===== src/rtl/baggage_drop_ctrl.sv =====
// baggage_drop_ctrl: sequenced drop controller with hot/cold check, timed actuator, cooldown, saturating drop counter and state display
module baggage_drop_ctrl #(
  parameter int T_WIDTH         = 16,
  parameter int DROP_CYCLES     = 8,
  parameter int COOLDOWN_CYCLES = 4,
  parameter int CNT_WIDTH       = 8
) (
  input  logic                 clk,
  input  logic                 rst,
  input  logic [T_WIDTH-1:0]   t_act,
  input  logic [T_WIDTH-1:0]   t_lim,
  input  logic                 drop_en,
  output logic [6:0]           seven_seg1,
  output logic [6:0]           seven_seg2,
  output logic [6:0]           seven_seg3,
  output logic [6:0]           seven_seg4,
  output logic                 drop_activated,
  output logic                 drop_done,
  output logic                 drop_abort,
  output logic [CNT_WIDTH-1:0] drop_count,
  output logic [1:0]           state_o
);
  localparam int MAX_CYC = DROP_CYCLES > COOLDOWN_CYCLES ? DROP_CYCLES : COOLDOWN_CYCLES;
  localparam int PW = $clog2(MAX_CYC + 1);
  typedef enum logic [1:0] {COLD = 2'd0, HOT = 2'd1, DROP = 2'd2, RECOVER = 2'd3} state_t;
  state_t state_q, state_d;
  logic [PW-1:0] phase_q, phase_d;
  logic [CNT_WIDTH-1:0] drop_count_q, drop_count_d;
  logic drop_done_q, drop_done_d, drop_abort_q, drop_abort_d;
  logic hot, drop_last, rec_last;
  logic [27:0] seg;
  always_comb begin
    hot = t_act > t_lim;
    drop_last = phase_q == PW'(DROP_CYCLES - 1);
    rec_last = phase_q == PW'(COOLDOWN_CYCLES - 1);
    state_d = state_q;
    case (state_q)
      COLD:    state_d = drop_en ? (hot ? HOT : DROP) : COLD;
      HOT:     state_d = !drop_en ? COLD : (hot ? HOT : DROP);
      DROP:    state_d = hot ? HOT : (drop_last ? RECOVER : DROP);
      RECOVER: state_d = rec_last ? COLD : RECOVER;
    endcase
    phase_d = state_d != state_q ? '0 : phase_q + 1'b1;
    drop_abort_d = state_q == DROP && hot;
    drop_done_d = state_q == DROP && !hot && drop_last;
    drop_count_d = drop_done_d ? drop_count_q + CNT_WIDTH'(!(&drop_count_q)) : drop_count_q;
  end
  always_ff @(posedge clk) begin
    if (rst) begin
      state_q <= COLD;
      phase_q <= '0;
      drop_count_q <= '0;
      drop_done_q <= 1'b0;
      drop_abort_q <= 1'b0;
    end else begin
      state_q <= state_d;
      phase_q <= phase_d;
      drop_count_q <= drop_count_d;
      drop_done_q <= drop_done_d;
      drop_abort_q <= drop_abort_d;
    end
  end
  always_comb begin
    seg = state_q == COLD ? {7'b0111001, 7'b1011100, 7'b0111000, 7'b1011110} :
          state_q == DROP ? {7'b1011110, 7'b1010000, 7'b1011100, 7'b1110011} :
          state_q == HOT  ? {7'b0000000, 7'b1110110, 7'b1011100, 7'b1111000} :
                            {4{7'b1000000}};
  end
  assign {seven_seg1, seven_seg2, seven_seg3, seven_seg4} = seg;
  assign drop_activated = state_q == DROP;
  assign drop_done = drop_done_q;
  assign drop_abort = drop_abort_q;
  assign drop_count = drop_count_q;
  assign state_o = state_q;
endmodule


===== config.mk =====
export PLATFORM = sky130hd
export DESIGN_NAME = baggage_drop_ctrl
export DESIGN_NICKNAME = d
export VERILOG_FILES = /design/src/rtl/baggage_drop_ctrl.sv
export SDC_FILE = /design/constraint.sdc
export NUM_CORES = 1
export LEC_CHECK = 0
export BUFFER_PORTS_ARGS = -buffer_cell sky130_fd_sc_hd__buf_4
export CAP_MARGIN = 20
export CORE_ASPECT_RATIO = 0.75
export CORE_UTILIZATION = 46
export CTS_CLUSTER_SIZE = 8
export DETAILED_ROUTE_END_ITERATION = 10
export PLACE_DENSITY = 0.81
export SLEW_MARGIN = 40
export SYNTH_ARGS = -nofsm -noshare
export SYNTH_HDL_FRONTEND = slang
export SYNTH_SLANG_ARGS = --single-unit

===== constraint.sdc =====
create_clock -name clk -period 2.36 [get_ports clk]
set_input_delay 0.236 -clock clk [delete_from_list [all_inputs] [get_ports clk]]
set_output_delay 0.236 -clock clk [all_outputs]
set_load 0.03 [all_outputs]

* Word level (Yosys, flattened, before mapping)
Index checks and enable logic that the tools add are counted.
** Storage, ports and cells
- Logic and storage cells :: 32
- Register bits after elaboration :: 16
** Cells by class
- Equal/unequal tests :: 6
- $add $sub $neg :: 2
- Multiplexer cells :: 9
- Magnitude comparators :: 1
- Reduce and logical (&&, ||, !) cells :: 9
** Operator list (count)
- $mux W28 :: 3
- $gt A16 B16 Y1 :: 1
- $add A8 B1 Y8 :: 1
- $mux W2 :: 4
- $reduce_and A8 Y1 :: 1
- $pmux W2 S3 :: 1
- $add A4 B1 Y4 const B :: 1
- $eq A2 B2 Y1 const B :: 2
- $eq A4 B2 Y1 const B :: 1
- $eq A4 B3 Y1 const B :: 1
- $reduce_or A2 Y1 :: 2
- $logic_and A1 B1 Y1 :: 3
- $eq A2 B1 Y1 const B :: 1
- $logic_not A1 Y1 :: 2
- $logic_not A2 Y1 :: 1
- $ne A2 B2 Y1 :: 1
- $mux W1 :: 1

* Logic depth before layout (Yosys ltp)
Gate-level depths: netlist of run 1.
- Depth in word-level cells :: 6
- Mapped depth :: 10
- Mapped depth without buffers :: 9

* Worst setup path before layout of run 1
Ideal clock, no wire load.
- Kind :: reg-to-reg
- Start :: register state_q[1], in the netlist state_o[1]
- End :: register phase_q[2]
- Required time :: 2.268 ns
- Buffers on the path :: 0
- Path slack :: 0.140 ns
- Arrival time :: 2.128 ns
- Period minus slack after synthesis :: 2.220 ns
- Cell stages (with the launch flop) :: 8
- Cell sequence :: dfxtp_1 -> ha_1 -> inv_1 -> a21oi_1 -> o31ai_1 -> o31a_4 -> xnor2_2 -> nor4_1
** Between the ends
- Elaborated cells between the ends (all ways) :: 8
- Classes of those cells :: 4 x eq/ne; 1 x mux; 3 x reduce/logical
** RTL lines
- start, declared :: line 26 : state_t state_q, state_d;
- start signal, assigned :: line 56 : state_q <= state_d;
- $eq A2 B2 Y1
- net drop_activated :: line 17 : output logic drop_activated,
- $pmux W2 S3 :: line 37 : case (state_q)
- $ne A2 B2 Y1 :: line 43 : phase_d = state_d != state_q ? '0 : phase_q + 1'b1;
- $reduce_or A2 Y1 (no source line)
- end signal, assigned :: line 57 : phase_q <= phase_d;
- end, declared :: line 27 : logic [PW-1:0] phase_q, phase_d;
The timed path passes the listed nets, and every way through them passes these cells.
A chain may end at the register's enable or synchronous reset.

* Worst setup path after layout of run 1
- Start :: input port t_act[15]
- End :: register phase_q[2]
** Between the ends
- Word-level cells in the longest chain between the ends :: 6
- Elaborated cells between the ends (all ways) :: 7
- Classes of those cells :: 1 x order compare; 1 x eq/ne; 4 x mux; 1 x reduce/logical
** RTL lines
- start, declared :: line 10 : input logic [T_WIDTH-1:0] t_act,
- $gt A16 B16 Y1 (*) :: line 33 : hot = t_act > t_lim;
- $mux W2 (2 in a row) :: line 38, 39
- $pmux W2 S3 (*) :: line 37
- $ne A2 B2 Y1 (*) :: line 43
- $reduce_or A2 Y1 (no source line) (*)
Every way passes the cells marked *; elsewhere a longest branch is shown, timed or not.

==> flow_summary.yaml, run 1 <==
status:
  outcome: "complete, no violations"
setup_path:
  worstPathArrival_ps: 2320
  path_class: "in2reg"
  path_cells: "buf_4, ha_1, nand4_2, or2_4, a211oi_2, nor4_1, o31a_4, xnor2_2, nor4_1"
  cpPeakStageDelay_ps: 360
  cp_common_cell: "nor4_1"
  r2r_setup_slack_ps: 300
  startpoint: "t_act[15]"
  start_kind: "primary input"
  worstSetupEndpointType: "flop"
  slowest_stage: "o31a_4"
  path_max_fanout: 4
  critical_path_required_ps: 2500
  rr_startpoint: "state_o[0]$_SDFF_PP0_"
pwr:
  seq_power_share_pct: 31.6
  vdd.ir_drop.worst_mv: 0.375
  p_sw_uw: 321
  pwr-share-clk_pct: 26.1
  pwr-share-comb_pct: 42.3
  swShare_pct: 35.2
  power_leakage_nw: 0.964
  p_int_uw: 592
  powerDensity_mw_per_mm2: 464
timing:
  final_hold_viol_count: 0
  finalSetupViolCount: 0
  fin_skew_ps: 3.55
  period_needed_ps: 2180
  fin_crit_sh_pct: 92.3
  drv_slew: 0
  rsz0062_at_grt: "false"
  whs_ps: 279
  max_clock_freq_mhz: 459
synthesis:
  synth_cell_types: 37
  synth-seq-cells: 16
  syn_inst: 173
  synth_seq_area_share_pct: 21.7
  synthTopCellsByArea: "dfxtp_1 22%, ha_1 20%, buf_4 10%"
  synth.most_common_cell: "ha_1"
  ys_warn_count: 0
  synth_area_leader_cell: "dfxtp_1"
  syn-cell-area_mm2: 0.00147
  synth_top_cell_area_share_pct: 21.7
  synthTopCellsByCount: "24 x ha_1, 23 x inv_1, 20 x buf_4"
  synth-async-reset-ratio_pct: 0
  ys_dominant_reg_cell: "dfxtp_1"
  synth_edf_count: 0
  syn_area_per_cell_um2: 8.52
clock_network:
  root_buffer: "clkbuf_8"
  clk_path_buf_depth: 2
  cts_tree: "yes"
  insertion_delay_ps: 240
  hold_buffers: 0
  cts_resized: 0
  cts_made_buffers: 3
  path_clk_slew_ps: 60
  cts_sinks: 16
  h-tree-depth: 1
  post_cts_buffers: 0
cells_and_area:
  register_area_um2: 320
  drive_above_1_share_pct: 40.2
  n_fill_cell: 259
  syn2layout_area_growth_pct: 33.5
  antenna_cells: 0
  utilization_pct: 65.6
  stdcell_area_mm2: 0.00197
  multi_input_area_um2: 913
  fin_nets: 289
die:
  core_area_mm2: 0.00300
  die_height_um: 51.0
  die_w_um: 67.4
  num_rows: 17
  die_area_mm2: 0.00344
  ios: 76
  initial_core_util_pct: 49.1
placement:
  postPlaceCellArea_mm2: 0.00191
  io_buffers: 70
  gp_congestion: 0.781
  dp_hpwl_um: 2380
global_routing:
  track_usage_pct: 17.8
  grt_pass1_wl_um: 4710
  overflow: 0
  grt_max_degree: 17
  grt_pass1_vias: 1092
  antenna_found_initial: 0
routing:
  drc_errors: 0
  drtPass1Iterations: 4
  num_vias: 1267
  antenna_left: 0
  routed_wl_um: 2860
  initialDrtViolationCount: 25
  viasPerCell: 4.75
  wl_per_cell_um: 10.7
hold_path:
  hp-class: "in2reg"
  min_from: "rst"
run:
  maxCapViolCount: 0
path summary, 6_finish.rpt:
kind	end	depth (start not counted)
setup / recovery	phase_q[2]$_SDFF_PP0_	9
hold / removal	drop_count[6]$_SDFFE_PP0P_	2
setup reg to reg	phase_q[2]$_SDFF_PP0_	8
hold reg to reg	phase_q[0]$_SDFF_PP0_	1
cell type report:
| type | count | area share (%) |
|---|---|---|
| Clock buffer | 4 | 2.80 |
| Inverter | 23 | 4.39 |
| Multi-Input combinational cell | 115 | 46.4 |
| Sequential cell | 16 | 16.3 |
| Tap cell | 38 | 2.42 |
| Timing Repair Buffer | 71 | 27.7 |
state kept, by name (all words and copies together), names as in the netlist:
register	cells
drop_abort	1
drop_count	8
drop_done	1
phase_q	4
state_o	2
per-stage QoR:
step	total power, mW	TNS [ps]	std cells	setup slack, ps
floorplan	0.578	0	176	140
global placement	0.675	0	263	33.3
detailed placement	0.679	-122	263	-76.5
CTS	0.921	0	267	167
global route	0.967	0	267	39.1
finish	0.913	0	267	182
power groups by stage:
stage               combinational (mW)  sequential (mW)  clock (mW)
finish                           0.387            0.289       0.238
global route                     0.418            0.290       0.259
CTS                              0.389            0.289       0.244
global placement                 0.381            0.294           0
floorplan                        0.278            0.299           0
detailed placement               0.384            0.295           0
cell usage in the layout, fill, tap and decap left out, drive strengths merged, types with 5 or more instances in the layout:
| master | netlist | final |
|---|---|---|
| inv | 23 | 23 |
| xnor2 | 9 | 9 |
| buf | 21 | 71 |
| nand2 | 8 | 8 |
| conb | 2 | 5 |
| nor4 | 6 | 6 |
| nand3 | 5 | 5 |
| nor3 | 6 | 6 |
| nand4 | 5 | 5 |
| a21oi | 11 | 11 |
| ha | 24 | 24 |
| nor2 | 12 | 12 |
| dfxtp | 16 | 16 |
cells by family (layout without fill, tap and decap cells):
kind of cell / after synthesis / after routing / share of synthesized area, %
simple gates: 52 / 52 / 22.1
other cells: 2 / 5 / 0.510
buf+inv: 45 / 98 / 17.1
fa+ha+maj: 24 / 24 / 20.4
compound gates: 24 / 24 / 11.3
xor+xnor: 10 / 10 / 6.96
flops: 16 / 16 / 21.7
layer usage:
layer	up-vias	part of all wire [%]	track usage, %
li1	674	-	-
met1	553	47	23.6
met2	36	45	29.2
met3	4	7.6	4.02
met4	0	0.94	4.26
met5	-	0	0
critical path, delay by kind of cell:
family	cells	cell delay, ps
simple gates	4	820
xor+xnor	1	180
fa+ha+maj	1	320
compound gates	2	650
buf+inv	1	110
Power figures use the tool's default switching activity.
==> run 2: changes to the inputs <==
CORE_UTILIZATION = 41   (was 46)
PLACE_DENSITY = 0.76   (was 0.81)
clock period = 2 ns   (was 2.36 ns; I/O delays follow)
==> run 2 against run 1 <==
Sequential cell count did not move. Total power increased by 31%. Final cell count up 7.1%. Critical path depth unchanged. Die area is 12% higher. Clock skew rose by 2.1 ps. Global-route usage up 2.1 points. Via count up 12%. The flow now finishes with violations (DRC, setup timing). Clock power grew 22%. Worst setup slack worse by 200 ps.
==> flow_summary.yaml, run 2 (synthesis gave the netlist of run 1 again) <==
clock_network:
  clk_path_buf_depth: 2
  insertion_delay_ps: 260
  root_buffer: "clkbuf_8"
  cts_sinks: 16
  cts_made_buffers: 3
  h-tree-depth: 1
  path_clk_slew_ps: 70
  cts_tree: "yes"
  hold_buffers: 0
die:
  die_area_mm2: 0.00384
  die_height_um: 53.9
  initial_core_util_pct: 43.9
  ios: 76
  num_rows: 18
  die_w_um: 71.2
  core_area_mm2: 0.00336
status:
  outcome: "finished, violations left"
  violations: "DRC, setup timing"
setup_path:
  path_class: "in2reg"
  critical_path_required_ps: 2160
  r2r_cells: 8
  path_max_fanout: 4
  start_kind: "primary input"
  endpoint: "phase_q[1]$_SDFF_PP0_"
  worstPathArrival_ps: 2180
  rr_endpoint: "phase_q[1]$_SDFF_PP0_"
  startpoint: "t_act[9]"
  worstSetupEndpointType: "flop"
  r2r_setup_slack_ps: 20
  rr_startpoint: "state_o[0]$_SDFF_PP0_"
cells_and_area:
  final_common_cell: "buf_4"
  antenna_cells: 0
  largest_reg_flops: 8
  syn2layout_area_growth_pct: 61.0
  fin_nets: 306
  instances_no_fill: 286
  drive_above_1_share_pct: 57.7
  n_fill_cell: 265
  final_cell_mix: "80 x buf_4, 14 x inv_1, 13 x dfxtp_1"
routing:
  viasPerCell: 4.96
  routed_wl_um: 3870
  drtPass1Iterations: 7
  antenna_left: 0
  wl_per_cell_um: 13.5
  drc_errors: 9
  num_vias: 1418
  initialDrtViolationCount: 41
timing:
  period_needed_ps: 2020
  max_clock_freq_mhz: 496
  finalSetupViolCount: 2
  layout_setup_ws_ps: -17.1
  rsz0062_at_grt: "true"
  whs_ps: 247
  drv_slew: 0
  final_hold_viol_count: 0
  fin_skew_ps: 5.60
  fin_crit_sh_pct: 101
placement:
  pre_cts_slack_ps: -277
  placedCellCount: 278
  dp_hpwl_um: 2870
  gp_congestion: 0.800
  io_buffers: 70
global_routing:
  grt_pass1_vias: 1308
  antenna_found_initial: 0
  track_usage_pct: 20.0
  overflow: 0
  grt_pass1_wl_um: 5860
  grt_max_degree: 17
pwr:
  power_leakage_nw: 1.07
  total_power_mw: 1.19
  powerDensity_mw_per_mm2: 503
  vdd.ir_drop.worst_mv: 0.337
hold_path:
  hp-class: "in2reg"
run:
  maxCapViolCount: 0
==> run 2: changes by cell type in the layout (fill, tap and decap cells not counted), moves of 2 or more <==
cell	previous run	this run
inv_1	23	14
dfxtp_2	0	3
inv_2	0	3
nor4_1	5	1
buf_6	0	6
buf_4	70	80
ha_1	24	12
buf_8	0	2
ha_2	0	2
dfxtp_1	16	13
nor4_2	1	4
inv_4	0	5
ha_4	0	10
==> run 2: worst min-delay path by stage <==
stage                     startpoint                          to  depth (start not counted)
3_3_place_gp   phase_q[0]$_SDFF_PP0_       phase_q[0]$_SDFF_PP0_                          1
4_1_cts                          rst  drop_count[1]$_SDFFE_PP0P_                          2
5_1_grt                          rst  drop_count[0]$_SDFFE_PP0P_                          2
6_report                         rst  drop_count[1]$_SDFFE_PP0P_                          2
3_5_place_dp   phase_q[0]$_SDFF_PP0_       phase_q[0]$_SDFF_PP0_                          1
2_1_floorplan                    rst       phase_q[1]$_SDFF_PP0_                          1
==> run 2: what timing repair did <==
action	4_1_cts	5_1_grt
resized for setup	1	28
hold endpoints to repair	0	0
pin swaps	1	16
buffers inserted	0	4
setup endpoints to repair	1	10
==> run 2: stage by stage <==
stage,TNS [ps],utilization [%],instance area [um2]
after floorplan,-11.0,-,1630
after global placement,-1830,64.0,2150
after global routing,-415,70.7,2370
after CTS,0,65.8,2210
after detailed placement,-2160,64.0,2150
final,-33.3,70.7,2370
==> run 2: area by class of cell <==
cell class	instances	area [um2]	area share, %
Multi-Input combinational cell	115	1130	47.8
Inverter	23	111	4.69
Sequential cell	16	324	13.7
Clock buffer	4	55.1	2.32
Timing Repair Buffer	88	698	29.4
Tap cell	40	50.0	2.11
==> run 2: where the power goes <==
part | leakage (nW) | switching, mW | internal (mW)
sequential | 0.131 | 0.0145 | 0.330
combinational | 0.907 | 0.305 | 0.253
clock | 0.0288 | 0.116 | 0.175
total | 1.07 | 0.435 | 0.758
==> run 2: critical path, stage by stage <==
cell	delay [ps]
buf_4	120
ha_4	250
nand4_1	130
or2_4	290
a211oi_4	280
nor4_2	70
o31a_4	390
xnor2_4	180
nor4b_2	270
==> run 2: metal layers <==
metal	track usage, %	wire length [um]
met5	0	0
met4	3.00	16
met1	26.8	1750
met2	34.3	1860
met3	3.93	239
==> run 3: changes to the inputs <==
RECOVER_POWER = 25   (was unset)
==> run 3 against run 2 <==
The flow still finishes with violations (DRC, setup timing). Sequential share of layout area rose by 0.15 points. Via count grew 0.71%. Combinational power hardly changed. Final cell count is the same. First-iteration DRC count is the same. Non-clock buffer count is the same. Die area did not move. Register-to-register slack is essentially flat. Global-route usage unchanged. Routed wire length is 0.52% higher.
==> flow_summary.yaml, run 3 (synthesis gave the netlist of run 1 again) <==
timing:
  period_needed_ps: 2020
  fin_crit_sh_pct: 101
  layout_setup_ws_ps: -16.7
  finalSetupViolCount: 2
  max_clock_freq_mhz: 496
  drv_slew: 0
  final_hold_viol_count: 0
  rsz0062_at_grt: "true"
  fin_skew_ps: 5.91
pwr:
  p_sw_uw: 436
  p_int_uw: 757
  vdd.ir_drop.worst_mv: 0.346
  swShare_pct: 36.6
  seq_power_share_pct: 28.9
  total_power_mw: 1.19
  powerDensity_mw_per_mm2: 509
  pwr-share-comb_pct: 46.7
  power_leakage_nw: 1.04
  pwr-share-clk_pct: 24.4
placement:
  gp_congestion: 0.800
  dp_hpwl_um: 2870
  io_buffers: 70
  pre_cts_slack_ps: -277
routing:
  routed.top_layer: "met4"
  viasPerCell: 4.99
  initialDrtViolationCount: 41
  dr_wl_met3_um: 236
  drc_errors: 9
  wl_met1_um: 1760
  dr_wl_met2_um: 1880
  antenna_left: 0
  routed_wl_um: 3890
  num_vias: 1428
  drtPass1Iterations: 7
  wl_per_cell_um: 13.6
status:
  outcome: "finished, violations left"
  violations: "DRC, setup timing"
clock_network:
  path_clk_slew_ps: 70
  cts_sinks: 16
  cts_made_buffers: 3
  hold_buffers: 0
  h-tree-depth: 1
  root_buffer: "clkbuf_8"
  insertion_delay_ps: 260
  clk_path_buf_depth: 2
  cts_tree: "yes"
setup_path:
  start_kind: "primary input"
  rr_endpoint: "phase_q[1]$_SDFF_PP0_"
  critical_path_required_ps: 2160
  endpoint: "phase_q[1]$_SDFF_PP0_"
  cpPeakStageDelay_ps: 390
  rr_startpoint: "state_o[0]$_SDFF_PP0_"
  r2r_setup_slack_ps: 20
  path_class: "in2reg"
  path_max_fanout: 4
  r2r_cells: 8
  worstSetupEndpointType: "flop"
  slowest_stage: "o31a_4"
  worstPathArrival_ps: 2180
  path_cells: "buf_4, ha_4, nand4_1, or2_4, a211oi_4, nor4_2, o31a_4, xnor2_4, nor4b_2"
  startpoint: "t_act[9]"
die:
  num_rows: 18
  core_area_mm2: 0.00336
  die_w_um: 71.2
  die_height_um: 53.9
  ios: 76
  initial_core_util_pct: 43.9
  die_area_mm2: 0.00384
cells_and_area:
  final_cell_mix: "73 x buf_4, 14 x inv_1, 13 x dfxtp_1"
  fin_nets: 306
  drive_above_1_share_pct: 54.9
  n_fill_cell: 273
  register_area_um2: 324
  largest_reg_flops: 8
  antenna_cells: 0
  utilization_pct: 69.9
  final_common_cell: "buf_4"
  syn2layout_area_growth_pct: 59.3
  multi_input_area_mm2: 0.00113
global_routing:
  antenna_found_initial: 0
  grt_pass1_wl_um: 5860
  grt_pass1_vias: 1308
  overflow: 0
  track_usage_pct: 20.0
  grt_max_degree: 17
run:
  maxCapViolCount: 0
hold_path:
  hp-class: "in2reg"
run 3: cell count changes in the layout (fill, tap and decap cells not counted):
cell	delta
clkbuf_1	+7
buf_4	-7
run 3: worst max-delay path, delay by kind of cell:
kind / cells / cell delay [ps]
AND/OR/NAND/NOR: 4 / 760
XOR/XNOR: 1 / 180
buffers and inverters: 1 / 120
AO/OA/AOI/OAI: 2 / 670
adder cells (fa/ha/maj): 1 / 250
run 3: how the worst min path moves through the flow:
stage	to	startpoint	cells past startpoint	slack (ps)
final	drop_count[1]$_SDFFE_PP0P_	rst	2	250
after global routing	drop_count[0]$_SDFFE_PP0P_	rst	2	270
after CTS	drop_count[1]$_SDFFE_PP0P_	rst	2	230
after detailed placement	phase_q[0]$_SDFF_PP0_	phase_q[0]$_SDFF_PP0_	1	460
after global placement	phase_q[0]$_SDFF_PP0_	phase_q[0]$_SDFF_PP0_	1	460
after floorplan	phase_q[1]$_SDFF_PP0_	rst	1	270
run 3: through the flow:
| step | hold WS, ps | TNS (ps) | cells | area (um2) |
|---|---|---|---|---|
| 3_3_place_gp | 459 | -1830 | 278 | 2150 |
| 2_1_floorplan | 271 | -11.0 | 176 | 1630 |
| 5_1_grt | 265 | -414 | 286 | 2350 |
| 6_report | 248 | -32.7 | 286 | 2350 |
| 3_5_place_dp | 464 | -2160 | 278 | 2150 |
| 4_1_cts | 228 | 0 | 282 | 2210 |
run 3: area by class of cell:
class	instances	share of cell area, %
clock buffers	4	2.35
flip-flops and latches	16	13.8
multi-input cells	115	48.3
inverters	23	4.74
repair buffers	88	28.6
well taps	40	2.13
run 3: power by group through the flow:
| stage | logic [mW] | registers [mW] | clock network, mW |
|---|---|---|---|
| 6_report | 0.558 | 0.344 | 0.292 |
| 5_1_grt | 0.600 | 0.347 | 0.311 |
| 4_1_cts | 0.512 | 0.342 | 0.298 |
| 3_5_place_dp | 0.508 | 0.349 | 0 |
| 3_3_place_gp | 0.502 | 0.349 | 0 |
| 2_1_floorplan | 0.355 | 0.354 | 0 |
run 3: repair_timing:
item,4_1_cts,5_1_grt
pin swaps,1,16
setup buffers,0,4
setup endpoints to repair,1,10
gates resized for setup,1,28
run 3: layer usage:
layer	GRT usage, %	vias to the layer above
li1	-	705
met1	26.8	670
met2	34.3	51
met3	3.93	2
met4	3.00	0
met5	0	-
